### src/rtl/inst_queue_param.sv
// ---------------------------------------------------------------------------
// inst_queue_param
// Circular instruction queue that sits between the decoder and the ROB/dispatch.
// Entries leave in program order. The head entry is shown ahead on out_*.
//
// Ports
//   clk, rst          clock; synchronous active-low reset
//   flush             discards every stored entry (branch mispredict)
//   in_valid/in_ready decoder enqueue handshake; in_ready = !full
//   in_op..in_has_imm instruction fields to enqueue (NOP_OP is never stored)
//   rob_full          ROB back-pressure; stalls dequeue
//   out_valid..       head entry, combinational from storage; out_op = NOP_OP
//                     when the queue is empty
//   issued            registered pulse: a dequeue happened on the previous edge
//   count             occupancy, 0..DEPTH
//   full/empty/almost_full  status flags decoded from count
// ---------------------------------------------------------------------------
module inst_queue_param #(
  parameter int unsigned          DEPTH    = 16,
  parameter int unsigned          OP_W     = 5,
  parameter int unsigned          REG_W    = 5,
  parameter int unsigned          IMM_W    = 32,
  parameter logic [OP_W-1:0]      NOP_OP   = '1,
  parameter int unsigned          AF_LEVEL = DEPTH - 2,
  localparam int unsigned         PTR_W    = $clog2(DEPTH),
  localparam int unsigned         CNT_W    = PTR_W + 1
) (
  input  logic              clk,
  input  logic              rst,
  input  logic              flush,
  input  logic              in_valid,
  output logic              in_ready,
  input  logic [OP_W-1:0]   in_op,
  input  logic [REG_W-1:0]  in_rs1,
  input  logic [REG_W-1:0]  in_rs2,
  input  logic [REG_W-1:0]  in_rd,
  input  logic [IMM_W-1:0]  in_imm,
  input  logic              in_has_imm,
  input  logic              rob_full,
  output logic              out_valid,
  output logic [OP_W-1:0]   out_op,
  output logic [REG_W-1:0]  out_rs1,
  output logic [REG_W-1:0]  out_rs2,
  output logic [REG_W-1:0]  out_rd,
  output logic [IMM_W-1:0]  out_imm,
  output logic              out_has_imm,
  output logic              issued,
  output logic [CNT_W-1:0]  count,
  output logic              full,
  output logic              empty,
  output logic              almost_full
);

  typedef struct packed {
    logic [OP_W-1:0]  op;
    logic [REG_W-1:0] rs1;
    logic [REG_W-1:0] rs2;
    logic [REG_W-1:0] rd;
    logic [IMM_W-1:0] imm;
    logic             has_imm;
  } entry_t;

  localparam logic [CNT_W-1:0] DEPTH_CNT = CNT_W'(DEPTH);
  localparam logic [CNT_W-1:0] AF_CNT    = CNT_W'(AF_LEVEL);

  entry_t            mem_q [DEPTH];
  logic [PTR_W-1:0]  head_q, head_d;
  logic [PTR_W-1:0]  tail_q, tail_d;
  logic [CNT_W-1:0]  count_q, count_d;
  logic              issued_q, issued_d;

  logic   enq_fire;
  logic   deq_fire;
  entry_t head_entry;
  entry_t in_entry;

  // Status flags come straight from the count register, so in_ready has no
  // combinational dependency on rob_full or on a same-cycle dequeue.
  assign full        = (count_q == DEPTH_CNT);
  assign empty       = (count_q == '0);
  assign almost_full = (count_q >= AF_CNT);
  assign count       = count_q;
  assign in_ready    = !full;
  assign issued      = issued_q;

  // A NOP offer completes the handshake but is silently dropped.
  assign enq_fire = in_valid & in_ready & (in_op != NOP_OP);
  assign deq_fire = out_valid & !rob_full;

  assign in_entry = '{op: in_op, rs1: in_rs1, rs2: in_rs2, rd: in_rd,
                      imm: in_imm, has_imm: in_has_imm};

  // Show-ahead head: read asynchronously so the entry is visible the cycle
  // after it is written, with no bypass from in_* to out_*.
  assign head_entry  = mem_q[head_q];
  assign out_valid   = !empty;
  assign out_op      = empty ? NOP_OP : head_entry.op;
  assign out_rs1     = head_entry.rs1;
  assign out_rs2     = head_entry.rs2;
  assign out_rd      = head_entry.rd;
  assign out_imm     = head_entry.imm;
  assign out_has_imm = head_entry.has_imm;

  always_comb begin
    head_d   = head_q;
    tail_d   = tail_q;
    count_d  = count_q;
    issued_d = 1'b0;
    if (flush) begin
      head_d  = '0;
      tail_d  = '0;
      count_d = '0;
    end else begin
      issued_d = deq_fire;
      if (enq_fire) tail_d = tail_q + 1'b1;
      if (deq_fire) head_d = head_q + 1'b1;
      case ({enq_fire, deq_fire})
        2'b10:   count_d = count_q + 1'b1;
        2'b01:   count_d = count_q - 1'b1;
        default: count_d = count_q;
      endcase
    end
  end

  always_ff @(posedge clk) begin
    if (!rst) begin
      head_q   <= '0;
      tail_q   <= '0;
      count_q  <= '0;
      issued_q <= 1'b0;
    end else begin
      head_q   <= head_d;
      tail_q   <= tail_d;
      count_q  <= count_d;
      issued_q <= issued_d;
    end
  end

  // Storage has no reset; stale contents are unreachable once the pointers
  // and count are cleared.
  always_ff @(posedge clk) begin
    if (rst && !flush && enq_fire) begin
      mem_q[tail_q] <= in_entry;
    end
  end

endmodule

### config.mk
export PLATFORM = sky130hd
export DESIGN_NAME = inst_queue_param
export DESIGN_NICKNAME = d
export VERILOG_FILES = /design/src/rtl/inst_queue_param.sv
export SDC_FILE = /design/constraint.sdc
export NUM_CORES = 1
export LEC_CHECK = 0
export CORE_MARGIN = 5
export CORE_UTILIZATION = 55
export CTS_CLUSTER_DIAMETER = 40
export DETAILED_ROUTE_END_ITERATION = 6
export MAX_ROUTING_LAYER = met4
export PLACE_DENSITY_LB_ADDON = 0.1
export SYNTH_ARGS = -nofsm -noshare
export SYNTH_HDL_FRONTEND = slang
export SYNTH_SLANG_ARGS = --single-unit
### constraint.sdc
create_clock -name clk -period 4.2 [get_ports clk]
set_input_delay 0.84 -clock clk [delete_from_list [all_inputs] [get_ports clk]]
set_output_delay 0.84 -clock clk [all_outputs]
set_load 0.02 [all_outputs]
* Word level (Yosys, flattened, before mapping) *
Memory sizes are Yosys's and may differ from the RTL's. A register that Yosys moved wholly into a read port is not among the register bits.
Cells that the tools add are included.

word-level totals
  register bits = 14
  latch bits = 0
  bits in writable memories = 848
  ROM bits = 0
  input port bits = 58
  output and inout port bits = 64
  logic and storage cells = 33
  memories kept = 1

cells by class
  $add $sub $neg = 4
  multiply operators = 0
  divide/modulo/power cells = 0
  magnitude comparators = 1
  equal/unequal tests = 4
  shifts and indexed selects = 0
  mux-type cells = 6
  bitwise operators = 4
  reductions and logical operators = 9

memory list
  name   depth  bits a word  rd ports  clocked after memory_dff  write ports  RTL line  RTL
  mem_q  16     53           1         1                         1            66        entry_t mem_q [DEPTH];

operators with widths
  operator               count
  $pmux W5 S2            1
  $add A4 B1 Y4 const B  2
  $mux W4                2
  $add A5 B1 Y5 const B  1
  $eq A5 B5 Y1 const B   1
  $ge A5 B4 Y1 const B   1
  $logic_not A5 Y1       1
  $mux W5                1
  $ne A5 B5 Y1 const B   1
  $sub A5 B1 Y5 const B  1
  $logic_not A1 Y1       4
  $and A1 B1 Y1          3
  $eq A2 B1 Y1 const B   1
  $eq A2 B2 Y1 const B   1
  $logic_and A1 B1 Y1    2
  $mux W1                2
  $reduce_bool A2 Y1     1
  $reduce_or A2 Y1       1
  $not A1 Y1             1

* Logic depth before layout (Yosys ltp) *
  word-level depth = 7
  gate-level depth with buffers = 9
  gate-level depth less buffers = 9

* Worst setup path after synthesis *
Ideal clock, no wire load.

  kind = input-to-reg
  start point = input port in_op[3]
  end point = memory mem_q[3][0] in the netlist's numbering, enable pin
  setup time = 0.464 ns
  arrival = 3.961 ns
  data required time = 3.736 ns
  slack = -0.225 ns
  stages on the path = 4
  path buffers = 0
  path through = and4_1 a221oi_2 nand2_1 nor2_1

on the way
  longest elaborated chain between the ends = 5

ends and longest elaborated chain
  what                           RTL line  RTL
  start, declared                33        input logic [OP_W-1:0] in_op,
  $ne A5 B5 Y1                   87        assign enq_fire = in_valid & in_ready & (in_op != NOP_OP);
  $and A1 B1 Y1                  87
  $logic_and A1 B1 Y1            142       if (rst && !flush && enq_fire) begin
  $mux W1                        142
  $mux W1 (implied by the code)  143       mem_q[tail_q] <= in_entry;
  end, declared                  66

Every way passes these cells.

==> flow_metrics.py <==
metrics = {
    "hold_path": {
        "hp-class": "flip-flop to flip-flop",
        "min_from": "tail_q[0]",
        "min_to": "tail_q[0]",
        "holdPathStages": 2,
    },
    "timing": {
        "drv_slew": 0,
        "rsz0062_at_grt": "false",
        "timing.hold.ws_ns": 0.509,
        "worst_slew_pin_slew_ns": 0.626,
        "finalHoldViolations": 0,
        "fmax_mhz": 245,
        "fin_crit_sh_pct": 97.3,
        "min_period_ns": 4.09,
        "setup_violations": 0,
        "setup_slack_ns": 0.112,
        "slew_headroom_pct": 58.1,
        "fin_skew_ns": 0.0158,
    },
    "clock_tree": {
        "path_clk_slew_ns": 0.06,
        "ctsRootBufferMaster": "clkbuf_16",
        "clock_latency_ns": 0.66,
        "hold_buffers": 0,
        "cts_tree": "built",
        "cts_htree_levels": 3,
        "cts_max_path_buffers": 3,
        "cts-buffers-inserted": 116,
        "clock-sinks": 866,
    },
    "grt": {
        "grt_max_degree": 47,
        "overflow": 0,
        "antenna_found_initial": 1,
        "grt_pass1_wl_mm": 104,
        "first_global_vias": 15789,
        "grtUsageTotal_pct": 23.0,
    },
    "logic_synthesis": {
        "synthFlopType": "edfxtp_1",
        "ys_ff_latch": 866,
        "synth-edff-count": 848,
        "synth.distinct_cells": 35,
        "synth.area.top_cells": "edfxtp_1, mux4_2, dfxtp_1",
        "ys_warn_count": 0,
        "syn_nets": 1389,
        "synth_area_leader_cell": "edfxtp_1",
        "yosysSeqAreaShare_pct": 78.9,
        "synthArstFlopShare_pct": 0,
        "yosysTopAreaCellShare_pct": 77.8,
        "netlist_area_mm2": 0.0327,
        "avgSynthCellArea_um2": 24.8,
        "synthCells": 1321,
    },
    "place": {
        "io_buffers": 121,
        "finalWeightedCongestion": 0.749,
        "dp.final_hpwl_mm": 37.2,
        "dp_slack_ns": 0.487,
    },
    "run": {
        "maxCapViolations": 0,
    },
    "worst_setup_path": {
        "critPathCaptureType": "output port",
        "start_kind": "flip-flop",
        "timing.rr.start": "count[1]",
        "worst_r2r_path_depth": 10,
        "r2r_end": "count[4]",
        "required_ns": 3.36,
        "worstPathMaxFanout": 20,
        "cp.arrival_ns": 3.25,
        "rrSetupSlack_ns": 1.39,
        "path_class": "flip-flop to output port",
    },
    "status": {
        "status": "complete, no violations",
    },
    "power": {
        "p_total_uw": 20100,
        "powerDensity_mw_per_mm2": 504,
        "power.leakage_uw": 0.0123,
        "peakVddDrop_mv": 0.455,
    },
    "final_layout": {
        "drive_gt1_share_pct": 33.7,
        "fin_nets": 1642,
        "fin_util_pct": 67.5,
        "final_cell_mix": "edfxtp_1, mux4_2, clkdlybuf4s50_1",
        "syn_to_final_growth_pct": 21.6,
        "final_common_cell": "edfxtp_1",
    },
    "route": {
        "wl_per_cell_um": 28.8,
        "firstDrtPassIters": 5,
        "drt_iter0_drc": 1230,
        "routed_wl_mm": 70.5,
        "viasPerCell": 6.09,
        "vias": 14910,
        "drc": 0,
        "detail-route-antenna-nets": 0,
    },
    "die": {
        "start_util_pct": 55.5,
        "dieArea_mm2": 0.0645,
        "core_mm2": 0.0590,
        "die_x_um": 254,
        "top_level_ports": 122,
        "die_h_um": 254,
        "rows": 89,
    },
}
routing by layer:
metal / vias to the layer above / wire length (um) / track usage (%)
li1: 6269 / - / -
met1: 8081 / 29100 / 32.1
met2: 469 / 36400 / 37.0
met3: 91 / 4010 / 4.01
met4: 0 / 1050 / 4.48
met5: - / 0 / -
synth_stat cells (4+ instances only):
cell,count
edfxtp_1,848
mux4_2,255
nor2_1,26
clkbuf_1,25
buf_2,23
nand2_1,22
dfxtp_1,18
mux2i_1,14
a21oi_1,13
buf_1,11
ha_1,9
inv_1,7
o21ai_0,6
a221oi_1,5
mux2_2,5
nand3_1,4
xnor2_1,4
kinds of logic after synthesis:
family / share of synthesized area [%]
xor gates and xnor gates: 0.160
and+or+nand+nor: 0.864
buffers and inverters: 0.959
DFF: 78.9
adders and majority gates: 0.405
muxes: 18.1
AOI/OAI and AO/OA: 0.611
worst max path at each step:
stage / to / slack [ns] / depth (start not counted)
floorplan: mem_q[3][0] / -0.22 / 4
global placement: count[4] / 0.52 / 9
detailed placement: count[4] / 0.49 / 9
CTS: out_imm[26] / 0.002 / 5
global route: out_imm[26] / 0.003 / 5
finish: out_imm[26] / 0.11 / 5
sequential cells by signal, indices dropped and copies added, names as in the netlist, named ones only:
name,cells
mem_q,848
count,5
head_q,4
tail_q,4
issued,1
per-stage QoR:
| step | cells | TNS, ns | area [um2] |
|---|---|---|---|
| finish | 2450 | 0 | 39800 |
| CTS | 2447 | 0 | 39800 |
| global route | 2450 | 0 | 39800 |
| global placement | 2227 | 0 | 35700 |
| floorplan | 1321 | -113.88 | 32800 |
| detailed placement | 2227 | 0 | 35700 |
worst max-delay path, cell delays in order, from the launching register on:
cell and delay [ns]:
dfxtp_4 0.51, buf_12 0.25, buf_12 0.21, mux4_2 0.52
mux4_2 0.51, clkdlybuf4s50_1 0.56
what timing repair did:
item	in CTS	in global routing
endpoints found under the setup margin	2	14
hold endpoints to repair	0	0
buffers inserted	0	2
resized for setup	1	2
power breakdown:
group | internal, uW | leakage, uW | total [uW] | switching [uW]
sequential | 9510 | 0.00778 | 9520 | 10.8
clock | 6200 | 0.00194 | 10000 | 3830
combinational | 234 | 0.00260 | 521 | 287
total | 15900 | 0.0123 | 20100 | 4130
layout make-up:
type,count,area (um2)
clock buffer,123,2960
sequential,866,25800
inverter,8,30.0
multi-input combinational,385,6730
timing repair buffer,197,2170
tap,773,967
antenna,1,2.50
clock inverter,97,1120
fill,3699,19200
(Power assumes the default switching activity.)
